## src/rtl/pktctrl_pkg.sv

```systemverilog
// Shared encodings for the packet-control self-test path: pattern modes,
// packet-generator FSM states, lane geometry and the PRBS15 seed/step.
package pktctrl_pkg;

  localparam int NUM_LANES        = 24;
  localparam int SAMPLES_PER_LANE = 3;
  localparam int LFSR_W           = 15;

  localparam logic [LFSR_W-1:0] LFSR_SEED = 15'h7FFF;

  // Pattern-mode encodings as seen on rf_pat_mode.
  localparam logic [1:0] PAT_CONST = 2'd0;
  localparam logic [1:0] PAT_RAMP  = 2'd1;
  localparam logic [1:0] PAT_CHK   = 2'd2;
  localparam logic [1:0] PAT_PRBS  = 2'd3;

  // Packet-generator FSM state encodings.
  localparam logic [1:0] ST_IDLE = 2'd0;
  localparam logic [1:0] ST_RUN  = 2'd1;
  localparam logic [1:0] ST_GAP  = 2'd2;

  // One step of the x^15 + x^14 + 1 Fibonacci LFSR (shift left, feedback in).
  function automatic logic [LFSR_W-1:0] lfsr_next(input logic [LFSR_W-1:0] s);
    return {s[LFSR_W-2:0], s[14] ^ s[13]};
  endfunction

endpackage

```

## src/rtl/adc_selftest_lane_pat.sv

```systemverilog
// Combinational sample former for one lane: builds the three samples of a
// lane word from the shadowed pattern mode and the current pattern state.
module adc_selftest_lane_pat
  import pktctrl_pkg::*;
#(
  parameter int SAMPLE_W = 12
) (
  input  logic [4:0]                           lane_idx,
  input  logic [1:0]                           mode,
  input  logic [SAMPLE_W-1:0]                  pat_const,
  input  logic [SAMPLE_W-1:0]                  base,
  input  logic [SAMPLE_W-1:0]                  lfsr,
  input  logic                                 parity,
  output logic [SAMPLES_PER_LANE*SAMPLE_W-1:0] word
);

  localparam logic [11:0] CHK_EVEN = 12'hAAA;
  localparam logic [11:0] CHK_ODD  = 12'h555;

  // Value of one sample slot of this lane.
  function automatic logic [SAMPLE_W-1:0] form_sample(
    input logic [1:0]          f_mode,
    input logic [SAMPLE_W-1:0] f_const,
    input logic [SAMPLE_W-1:0] f_base,
    input logic [SAMPLE_W-1:0] f_lfsr,
    input logic                f_parity,
    input logic [4:0]          f_lane,
    input logic [1:0]          f_slot
  );
    logic [SAMPLE_W-1:0] ramp_off;
    logic [11:0]         prbs_mask;
    // 3*lane + slot; the ramp wraps modulo 2^SAMPLE_W with no saturation.
    ramp_off  = SAMPLE_W'({f_lane, 1'b0}) + SAMPLE_W'(f_lane) + SAMPLE_W'(f_slot);
    // Lane and slot are folded into PRBS samples so lanes stay distinguishable.
    prbs_mask = {f_lane, f_slot, 5'b0_0000};
    case (f_mode)
      PAT_CONST: form_sample = f_const;
      PAT_RAMP:  form_sample = f_base + ramp_off;
      PAT_CHK:   form_sample = f_parity ? SAMPLE_W'(CHK_ODD) : SAMPLE_W'(CHK_EVEN);
      default:   form_sample = f_lfsr ^ SAMPLE_W'(prbs_mask);
    endcase
  endfunction

  // Assemble the lane word, sample k in bits [k*SAMPLE_W +: SAMPLE_W].
  always_comb begin
    // NOTE: every output of a combinational block gets a default first so no path leaves it unassigned (which would infer a latch).
    word = '0;
    for (int k = 0; k < SAMPLES_PER_LANE; k++) begin
      word[k*SAMPLE_W +: SAMPLE_W] = form_sample(mode, pat_const, base, lfsr,
                                                 parity, lane_idx, 2'(k));
    end
  end

endmodule

```

## src/rtl/adc_selftest_pkt_gen.sv

```systemverilog
// Self-test packet generator: emits framed packets of 24 x 36-bit lane words
// (constant / ramp / checkerboard / PRBS15) in ADC capture lane format.
// The FSM state describes what is currently on the registered outputs; the
// "eff_*" signals describe the beat being launched at the coming edge.
module adc_selftest_pkt_gen
  import pktctrl_pkg::*;
#(
  parameter int SAMPLE_W = 12,
  parameter int LEN_W    = 16,
  parameter int GAP_W    = 8
) (
  input  logic                  clk,
  input  logic                  rst,
  input  logic                  rf_pkt_gen_en,
  input  logic                  rf_96path_en,
  input  logic [1:0]            rf_pat_mode,
  input  logic [SAMPLE_W-1:0]   rf_pat_const,
  input  logic [LEN_W-1:0]      rf_pkt_len,
  input  logic [GAP_W-1:0]      rf_pkt_gap,
  output logic [3*SAMPLE_W-1:0] pkt_gen_data_0,
  output logic [3*SAMPLE_W-1:0] pkt_gen_data_1,
  output logic [3*SAMPLE_W-1:0] pkt_gen_data_2,
  output logic [3*SAMPLE_W-1:0] pkt_gen_data_3,
  output logic [3*SAMPLE_W-1:0] pkt_gen_data_4,
  output logic [3*SAMPLE_W-1:0] pkt_gen_data_5,
  output logic [3*SAMPLE_W-1:0] pkt_gen_data_6,
  output logic [3*SAMPLE_W-1:0] pkt_gen_data_7,
  output logic [3*SAMPLE_W-1:0] pkt_gen_data_8,
  output logic [3*SAMPLE_W-1:0] pkt_gen_data_9,
  output logic [3*SAMPLE_W-1:0] pkt_gen_data_10,
  output logic [3*SAMPLE_W-1:0] pkt_gen_data_11,
  output logic [3*SAMPLE_W-1:0] pkt_gen_data_12,
  output logic [3*SAMPLE_W-1:0] pkt_gen_data_13,
  output logic [3*SAMPLE_W-1:0] pkt_gen_data_14,
  output logic [3*SAMPLE_W-1:0] pkt_gen_data_15,
  output logic [3*SAMPLE_W-1:0] pkt_gen_data_16,
  output logic [3*SAMPLE_W-1:0] pkt_gen_data_17,
  output logic [3*SAMPLE_W-1:0] pkt_gen_data_18,
  output logic [3*SAMPLE_W-1:0] pkt_gen_data_19,
  output logic [3*SAMPLE_W-1:0] pkt_gen_data_20,
  output logic [3*SAMPLE_W-1:0] pkt_gen_data_21,
  output logic [3*SAMPLE_W-1:0] pkt_gen_data_22,
  output logic [3*SAMPLE_W-1:0] pkt_gen_data_23,
  output logic                  pkt_gen_vld,
  output logic                  pkt_gen_sof,
  output logic                  pkt_gen_eof,
  output logic                  pkt_gen_busy
);

  localparam int WORD_W     = SAMPLES_PER_LANE * SAMPLE_W;
  localparam int HALF_LANES = NUM_LANES / 2;

  // FSM and counters.
  logic [1:0]          state, state_nxt;
  logic [LEN_W-1:0]    beat_cnt;          // index of the beat on the outputs
  logic [GAP_W-1:0]    gap_cnt;

  // Pattern state: values the next launched beat will use.
  logic [SAMPLE_W-1:0] ramp_base;
  logic [LFSR_W-1:0]   lfsr;
  logic                parity;

  // Per-packet shadow configuration.
  logic [1:0]          sh_mode;
  logic [SAMPLE_W-1:0] sh_const;
  logic [LEN_W-1:0]    sh_len;
  logic                sh_96;

  // Launch control for the coming edge.
  logic                last_beat, gap_done, reseed, start_pkt, emit;
  logic [GAP_W:0]      gap_cnt_inc;
  logic [LEN_W-1:0]    next_idx;
  logic [1:0]          eff_mode;
  logic [SAMPLE_W-1:0] eff_const, eff_base, ramp_step;
  logic [LEN_W-1:0]    eff_len;
  logic                eff_96, eff_parity;
  logic [LFSR_W-1:0]   eff_lfsr;

  logic [WORD_W-1:0]   lane_word [NUM_LANES];
  logic [WORD_W-1:0]   lane_out  [NUM_LANES];
  logic [WORD_W-1:0]   data_q    [NUM_LANES];

  // Decide whether a beat is launched at the next edge and where the FSM goes.
  always_comb begin
    last_beat   = (beat_cnt == sh_len);
    gap_cnt_inc = {1'b0, gap_cnt} + (GAP_W+1)'(1);
    gap_done    = (gap_cnt_inc >= {1'b0, rf_pkt_gap});
    reseed      = (state == ST_IDLE) && rf_pkt_gen_en;
    start_pkt   = reseed
                || ((state == ST_RUN) && last_beat && rf_pkt_gen_en && (rf_pkt_gap == '0))
                || ((state == ST_GAP) && rf_pkt_gen_en && gap_done);
    emit        = start_pkt || ((state == ST_RUN) && !last_beat);

    state_nxt = state;
    case (state)
      ST_IDLE: if (rf_pkt_gen_en) state_nxt = ST_RUN;
      ST_RUN: begin
        if (last_beat) begin
          if (!rf_pkt_gen_en)         state_nxt = ST_IDLE;
          else if (rf_pkt_gap == '0)  state_nxt = ST_RUN;
          else                        state_nxt = ST_GAP;
        end
      end
      ST_GAP: begin
        if (!rf_pkt_gen_en)  state_nxt = ST_IDLE;
        else if (gap_done)   state_nxt = ST_RUN;
      end
      default: state_nxt = ST_IDLE;
    endcase
  end

  // Configuration and pattern state seen by the beat being launched: a new
  // packet takes the live registers, later beats use the shadows.
  always_comb begin
    eff_mode   = start_pkt ? rf_pat_mode  : sh_mode;
    eff_const  = start_pkt ? rf_pat_const : sh_const;
    eff_len    = start_pkt ? rf_pkt_len   : sh_len;
    eff_96     = start_pkt ? rf_96path_en : sh_96;
    eff_base   = reseed ? '0 : ramp_base;
    eff_lfsr   = reseed ? LFSR_SEED : lfsr;
    eff_parity = start_pkt ? 1'b0 : parity;
    next_idx   = start_pkt ? '0 : beat_cnt + LEN_W'(1);
    ramp_step  = eff_96 ? SAMPLE_W'(SAMPLES_PER_LANE * NUM_LANES)
                        : SAMPLE_W'(SAMPLES_PER_LANE * HALF_LANES);
  end

  // One sample former per lane; upper lanes are forced to 0 in 48-path mode.
  for (genvar l = 0; l < NUM_LANES; l++) begin : g_lane
    adc_selftest_lane_pat #(.SAMPLE_W(SAMPLE_W)) u_lane_pat (
      .lane_idx  (5'(l)),
      .mode      (eff_mode),
      .pat_const (eff_const),
      .base      (eff_base),
      .lfsr      (eff_lfsr[SAMPLE_W-1:0]),
      .parity    (eff_parity),
      .word      (lane_word[l])
    );
    assign lane_out[l] = ((l < HALF_LANES) || eff_96) ? lane_word[l] : '0;
  end

  // FSM state, beat index and gap counter.
  always_ff @(posedge clk or posedge rst) begin
    // NOTE: sequential state uses non-blocking assignments so every register samples pre-edge values regardless of statement order.
    if (rst) begin
      state    <= ST_IDLE;
      beat_cnt <= '0;
      gap_cnt  <= '0;
    end else begin
      state <= state_nxt;
      if (emit) beat_cnt <= next_idx;
      if (state != ST_GAP) gap_cnt <= '0;
      else                 gap_cnt <= gap_cnt_inc[GAP_W-1:0];
    end
  end

  // Shadow configuration, captured on every beat 0.
  always_ff @(posedge clk or posedge rst) begin
    if (rst) begin
      sh_mode  <= PAT_CONST;
      sh_const <= '0;
      sh_len   <= '0;
      sh_96    <= 1'b0;
    end else if (start_pkt) begin
      sh_mode  <= rf_pat_mode;
      sh_const <= rf_pat_const;
      sh_len   <= rf_pkt_len;
      sh_96    <= rf_96path_en;
    end
  end

  // Pattern state advances only on launched beats and persists across packets.
  always_ff @(posedge clk or posedge rst) begin
    if (rst) begin
      ramp_base <= '0;
      lfsr      <= LFSR_SEED;
      parity    <= 1'b0;
    end else if (emit) begin
      ramp_base <= eff_base + ramp_step;
      lfsr      <= lfsr_next(eff_lfsr);
      parity    <= ~eff_parity;
    end
  end

  // Registered framing and status outputs.
  always_ff @(posedge clk or posedge rst) begin
    if (rst) begin
      pkt_gen_vld  <= 1'b0;
      pkt_gen_sof  <= 1'b0;
      pkt_gen_eof  <= 1'b0;
      pkt_gen_busy <= 1'b0;
    end else begin
      pkt_gen_vld  <= emit;
      pkt_gen_sof  <= start_pkt;
      pkt_gen_eof  <= emit && (next_idx == eff_len);
      pkt_gen_busy <= (state_nxt != ST_IDLE);
    end
  end

  // Registered lane words, zero whenever no beat is launched.
  always_ff @(posedge clk or posedge rst) begin
    // NOTE: this lane array is a bank of output flops, not a RAM, so it is reset like any other register to keep outputs at 0 in reset.
    if (rst) begin
      for (int l = 0; l < NUM_LANES; l++) data_q[l] <= '0;
    end else begin
      for (int l = 0; l < NUM_LANES; l++) data_q[l] <= emit ? lane_out[l] : '0;
    end
  end

  assign pkt_gen_data_0  = data_q[0];
  assign pkt_gen_data_1  = data_q[1];
  assign pkt_gen_data_2  = data_q[2];
  assign pkt_gen_data_3  = data_q[3];
  assign pkt_gen_data_4  = data_q[4];
  assign pkt_gen_data_5  = data_q[5];
  assign pkt_gen_data_6  = data_q[6];
  assign pkt_gen_data_7  = data_q[7];
  assign pkt_gen_data_8  = data_q[8];
  assign pkt_gen_data_9  = data_q[9];
  assign pkt_gen_data_10 = data_q[10];
  assign pkt_gen_data_11 = data_q[11];
  assign pkt_gen_data_12 = data_q[12];
  assign pkt_gen_data_13 = data_q[13];
  assign pkt_gen_data_14 = data_q[14];
  assign pkt_gen_data_15 = data_q[15];
  assign pkt_gen_data_16 = data_q[16];
  assign pkt_gen_data_17 = data_q[17];
  assign pkt_gen_data_18 = data_q[18];
  assign pkt_gen_data_19 = data_q[19];
  assign pkt_gen_data_20 = data_q[20];
  assign pkt_gen_data_21 = data_q[21];
  assign pkt_gen_data_22 = data_q[22];
  assign pkt_gen_data_23 = data_q[23];

endmodule

```

## config.mk

```make
export PLATFORM = sky130hd
export DESIGN_NAME = adc_selftest_pkt_gen
export DESIGN_NICKNAME = d
export VERILOG_FILES = /design/src/rtl/pktctrl_pkg.sv /design/src/rtl/adc_selftest_lane_pat.sv /design/src/rtl/adc_selftest_pkt_gen.sv
export SDC_FILE = /design/constraint.sdc
export NUM_CORES = 2
export LEC_CHECK = 0
export BUFFER_PORTS_ARGS = -buffer_cell sky130_fd_sc_hd__buf_4
export CAP_MARGIN = 25
export CORE_AREA = 2 2 358 360
export CTS_BUF_LIST = sky130_fd_sc_hd__clkbuf_2
export CTS_CLUSTER_DIAMETER = 120
export CTS_CLUSTER_SIZE = 16
export DETAILED_ROUTE_END_ITERATION = 7
export DIE_AREA = 0 0 360 362
export PLACE_DENSITY_LB_ADDON = 0.12
export SLEW_MARGIN = 5
export SYNTH_ARGS = -nofsm -noshare
export SYNTH_HDL_FRONTEND = slang
export SYNTH_SLANG_ARGS = --single-unit
export TNS_END_PERCENT = 5
```

## constraint.sdc

```tcl
create_clock -name clk -period 33.8 [get_ports clk]
set_input_delay 1.69 -clock clk [delete_from_list [all_inputs] [get_ports clk]]
set_output_delay 1.69 -clock clk [all_outputs]
set_load 0.1 [all_outputs]
```

; Yosys cells after proc, flatten, opt, wreduce, memory -nomap -nowiden
; Index checks and enable logic that the tools add are counted.
[totals]
wordCells = 335
regBits = 953
output_inout_bits = 868
[op_classes]
n_addsub = 74
n_eq_ne = 7
n_lt_le_gt_ge = 1
n_mux = 126
bitwise_logic = 73
n_reduce_logical = 16
[op_table]
columns = op, n
row1 = $pmux W12 S3, 72
row2 = $mux W36, 36
row3 = $add A12 B6 Y12 const B, 32
row4 = $add A12 B5 Y12 const B, 16
row5 = $add A12 B4 Y12 const B, 8
row6 = $add A12 B7 Y12 const B, 8
row7 = $not A3 Y3, 25
row8 = $not A4 Y4, 16
row9 = $add A12 B3 Y12 const B, 4
row10 = $not A2 Y2, 19
row11 = $mux W12, 3
row12 = $eq A16 B16 Y1, 2
row13 = $mux W16, 2
row14 = $add A12 B2 Y12 const B, 2
row15 = $not A5 Y5, 4
row16 = $add A16 B1 Y16 const B, 1
row17 = $mux W15, 1
row18 = $mux W2, 7
row19 = $add A12 B1 Y12 const B, 1
row20 = $add A12 B7 Y12, 1
row21 = $add A8 B1 Y9 const B, 1
row22 = $ge A9 B8 Y1, 1
row23 = $logic_and A1 B1 Y1, 8
row24 = $logic_not A8 Y1, 1
row25 = other kinds (13), 26

; Longest topological paths before layout
[logic_depth]
word_depth = 11
depth_mapped = 20
ltp_nobuf = 18

; Cells and area by module
; A second synthesis with hierarchy kept.
[hier_totals]
hier_cells = 8861
area_unflattened_um2 = 80243.2
[modules_own_cells]
columns = module, cells_each, instances, area_per_inst_um2
row1 = adc_selftest_lane_pat (g_lane[0].u_lane_pat ...), 272, 22, 1988.2
row2 = adc_selftest_pkt_gen, 2341, 1, 32591.3
row3 = adc_selftest_lane_pat (g_lane[6].u_lane_pat), 272, 1, 2005.7
row4 = adc_selftest_lane_pat (g_lane[9].u_lane_pat), 264, 1, 1906.8

; Least setup slack after synthesis
; Ideal clock, no wire load.
[synth_timing]
kind = in2reg
from = in rf_pkt_gap[2]
to = reg ramp_base[10]
path_stages = 15
required_time_ns = 33.657
arrival_ns = 4.956
slack_ns = 28.702
n_path_buf = 1
setup_time_ns = 0.143
cell_sequence = inv_1 ha_1 or3_1 a21oi_1 a2111oi_2 a311oi_2 a21oi_1 nor2_1 clkbuf_1 inv_1 fa_1 a31o_2 o31ai_1 a2111oi_1 xnor2_1
[synth_via]
elab_chain_cells = 7
[synth_rtl]
columns = element, line
row1 = from (decl), adc_selftest_pkt_gen.sv:19  ; input logic [GAP_W-1:0] rf_pkt_gap,
row2 = branches (longest 3 deep; another with $ge A9 B8 Y1), -
row3 = $logic_or A1 B1 Y1 *, adc_selftest_pkt_gen.sv:91  ; || ((state == ST_GAP) && rf_pkt_gen_en && gap_done);
row4 = $mux W1, -
row5 = $mux W7, adc_selftest_pkt_gen.sv:123  ; ramp_step = eff_96 ? SAMPLE_W'(SAMPLES_PER_LANE * NUM_LANES)
row6 = $add A12 B7 Y12, adc_selftest_pkt_gen.sv:178  ; ramp_base <= eff_base + ramp_step;
row7 = to (signal assigned), adc_selftest_pkt_gen.sv:178
row8 = to (decl), adc_selftest_pkt_gen.sv:59  ; logic [SAMPLE_W-1:0] ramp_base;
; Mark *: on every way between the ends.
; A chain may end at the register's enable or synchronous reset.

; Final worst setup path
[layout_timing]
from = reg gap_cnt[0]
to = reg data_q (netlist bit pkt_gen_data_10[34])
[layout_via]
elab_chain_cells = 8
[layout_rtl]
columns = element, line
row1 = from (decl), adc_selftest_pkt_gen.sv:56  ; logic [GAP_W-1:0] gap_cnt;
row2 = from (signal assigned), adc_selftest_pkt_gen.sv:152  ; else gap_cnt <= gap_cnt_inc[GAP_W-1:0];
row3 = $add A8 B1 Y9 *, adc_selftest_pkt_gen.sv:86  ; gap_cnt_inc = {1'b0, gap_cnt} + (GAP_W+1)'(1);
row4 = $ge A9 B8 Y1 *, adc_selftest_pkt_gen.sv:87  ; gap_done = (gap_cnt_inc >= {1'b0, rf_pkt_gap});
row5 = $logic_and A1 B1 Y1 *, adc_selftest_pkt_gen.sv:91
row6 = $logic_or A1 B1 Y1 *, adc_selftest_pkt_gen.sv:91
row7 = $mux W2 or $mux W1 (tied branches), -
row8 = $eq A2 B2 Y1 (tied with other cells), adc_selftest_lane_pat.sv:36  ; case (f_mode)
row9 = $pmux W12 S3, adc_selftest_lane_pat.sv:36
row10 = $mux W36 *, adc_selftest_pkt_gen.sv:205  ; for (int l = 0; l < NUM_LANES; l++) data_q[l] <= emit ? lane_out[l] : '0;
row11 = to (decl), adc_selftest_pkt_gen.sv:81  ; logic [WORD_W-1:0] data_q [NUM_LANES];
; Every way passes the cells marked *; elsewhere a longest branch is shown, timed or not.

==> flow_summary.json <==
{
  "muxShareOfSynthArea_pct": 0.391,
  "final-hold-violation-count": 0,
  "slew_headroom_pct": 24.8,
  "tns_ps": 0,
  "synth_edf_count": 0,
  "htreeDepth": 2,
  "synth_seq_cells": 717,
  "wl_met1_um": 75400,
  "seq_area_frac_synth_pct": 48.9,
  "syn_area_per_cell_um2": 9.23,
  "path_cells": "ha_1 > nand2_1 > nor2_1 > xor2_1 > ha_1 > a21o_1 > a21oi_1 > o21ai_0 > a311oi_2 > nand4_1 > nand2_8 > buf_4 > buf_4 > buf_4 > buf_4 > nand2_1 > a21oi_1",
  "synth_xor_area_share_pct": 12.0,
  "fmax_mhz": 134,
  "seqCellArea_mm2": 0.0180,
  "die_area_mm2": 0.130,
  "netlist_instances": 3985,
  "fill_cells": 13300,
  "clk_pin_slew_ps": 330,
  "cts_hold_buffers": 0,
  "route.met3.wl_um": 8510,
  "syn-cell-area_mm2": 0.0368,
  "multiInputGateArea_mm2": 0.0157,
  "drtIter0Drc": 2310,
  "yosysTopAreaCell": "dfrtp_1",
  "cts-resized-gates": 0,
  "num-nets-final": 4569,
  "die_w_um": 360,
  "hold_path_class": "input port to asynchronous set/reset pin",
  "end_kind": "flop",
  "wire_per_inst_um": 27.1,
  "max_slew.worst_pin.slew_ps": 1130,
  "drc_errors": 0,
  "async_flop_share_pct": 100,
  "cts.sinks": 717,
  "synth_ff_type": "dfrtp_1",
  "skew_ps": 200,
  "yosysMostFrequentCell": "nand2_1",
  "drive_gt1_share_pct": 27.1,
  "wl_met2_um": 79300,
  "portBuffers": 909,
  "vias": 30200,
  "drv_cap": 0,
  "grt_overflow": 0,
  "grt_pass1_vias": 30000,
  "rsz0062_at_grt": "no",
  "antenna_found_initial": 8,
  "critical_path.slowest_cell": "buf_4",
  "ant_nets": 0,
  "drt-total-wl_um": 167000,
  "worst-endpoint-arrival_ps": 8890,
  "post_cts_buffers": 0,
  "status": "finished, final reports clean",
  "finalSetupViolations": 0,
  "critPathKind": "flop to flop",
  "netlist.area_leader.share_pct": 47.8,
  "slew_violations": 0,
  "netlist_top_cells_count": "nand2_1, dfrtp_1, a21oi_1, xnor2_1, buf_4",
  "synthAdderAreaFrac_pct": 1.35,
  "clock_path_buffers": 3,
  "io_pins": 910,
  "critPathMostFrequentCell": "buf_4",
  "via_per_inst": 4.89,
  "synth_cell_type_count": 87,
  "synth_compound_gate_area_share_pct": 14.7,
  "crit_family": "buffers and inverters",
  "layout_worst_path_cycle_share_pct": 22.1,
  "rows": 131,
  "root_buffer": "clkbuf_2",
  "ys_top_cells_by_area": "dfrtp_1, xnor2_1, a21oi_1",
  "area_growth_pct": 20.0,
  "synthSimpleGateAreaFrac_pct": 13.6,
  "hpwl_um": 118000,
  "grt_pass1_wl_um": 236000,
  "dp_cells": 6088,
  "synth_fp_nets": 4066,
  "clkLatencyLatePin_ps": 1500,
  "synth_top_family_by_area": "compound AO/OA/AOI/OAI gates",
  "grt_use_total_pct": 24.9,
  "yosysWarnings": 0,
  "fin_cells": 6179,
  "crit_required_ps": 35210,
  "cts_tree": "yes",
  "gp_congestion": 0.856,
  "min_period_ps": 7480,
  "die_h_um": 362,
  "coreArea_mm2": 0.127,
  "max_stage_delay_ps": 890,
  "cp_num_buf_inv": 4,
  "initial_core_util_pct": 29.0,
  "drtPass1Iterations": 5,
  "cts_made_buffers": 51,
  "grt_max_degree": 149,
  "startpoint_type": "flop",
  "cp_max_fo": 118,
  "top_layer": "met5"
}
==> per-stage QoR <==
step / worst slack [ps] / utilization [%] / hold WS (ps) / area (µm²)
finish: 26320 / 34.8 / 305 / 44100
global route: 25510 / 34.8 / 310 / 44100
CTS: 26280 / 34.7 / 164 / 43900
detailed placement: 25420 / 34.4 / 476 / 43500
global placement: 25440 / 34.3 / 475 / 43400
floorplan: 12020 / - / 451 / 36800
==> cell type report <==
class,instances,area share [%]
clock buffers,72,0.817
multi-input cells,2659,35.6
well taps,1662,4.71
repair buffers,1020,17.7
inverters,39,0.354
diodes,4,0.0227
clock inverters,6,0.136
flip-flops and latches,717,40.7
==> worst paths after layout <==
path / slack [ps] / endpoint / start / depth (start not counted)
worst max-delay path: 26320 / pkt_gen_data_10[34] / gap_cnt[0] / 17
worst min-delay path: 310 / pkt_gen_data_8[32] / rst / 2
worst max register to register: 26320 / pkt_gen_data_10[34] / gap_cnt[0] / 17
worst min register to register: 510 / lfsr[13] / lfsr[12] / 2
max in group asynchronous: 30510 / pkt_gen_data_7[27] / rst / 6
min in group clk: 510 / lfsr[13] / lfsr[12] / 2
==> sequential cells by signal, indices dropped and copies added (netlist names), 29 cells and up <==
| name | count |
|---|---|
| pkt_gen_data_11 | 35 |
| pkt_gen_data_23 | 35 |
| pkt_gen_data_10 | 31 |
| pkt_gen_data_22 | 31 |
| pkt_gen_data_21 | 29 |
| pkt_gen_data_9 | 29 |
==> layout by cell type (no fill, tap or decap), types with 15 or more instances in the layout <==
cell type and instances:
a211oi_1 62, o21ai_0 92, nand3_1 45, clkbuf_2 72, nor2b_1 37, a21oi_1 640
buf_4 1008, inv_1 29, a31oi_1 26, dfrtp_1 702, xnor2_1 421, nand2_1 709
nand2b_1 57, dfstp_2 15, nor2_1 189, ha_1 32, nor3_1 23, and2_1 16
xor2_1 82
==> layer usage <==
metal,vias up,GRT usage (%)
li1,13800,-
met1,15300,34.4
met2,994,41.3
met3,154,3.37
met4,8,5.99
met5,-,0
==> cell families after synthesis <==
kind of cell	after synthesis
XOR/XNOR	503
multiplexers	13
buffers and inverters	609
AND/OR/NAND/NOR	1165
adder cells (fa/ha/maj)	39
flip-flops	717
AO/OA/AOI/OAI	939
Power is not shown: default switching activity piles up to over one toggle a cycle in this logic, so the estimate is an artifact.
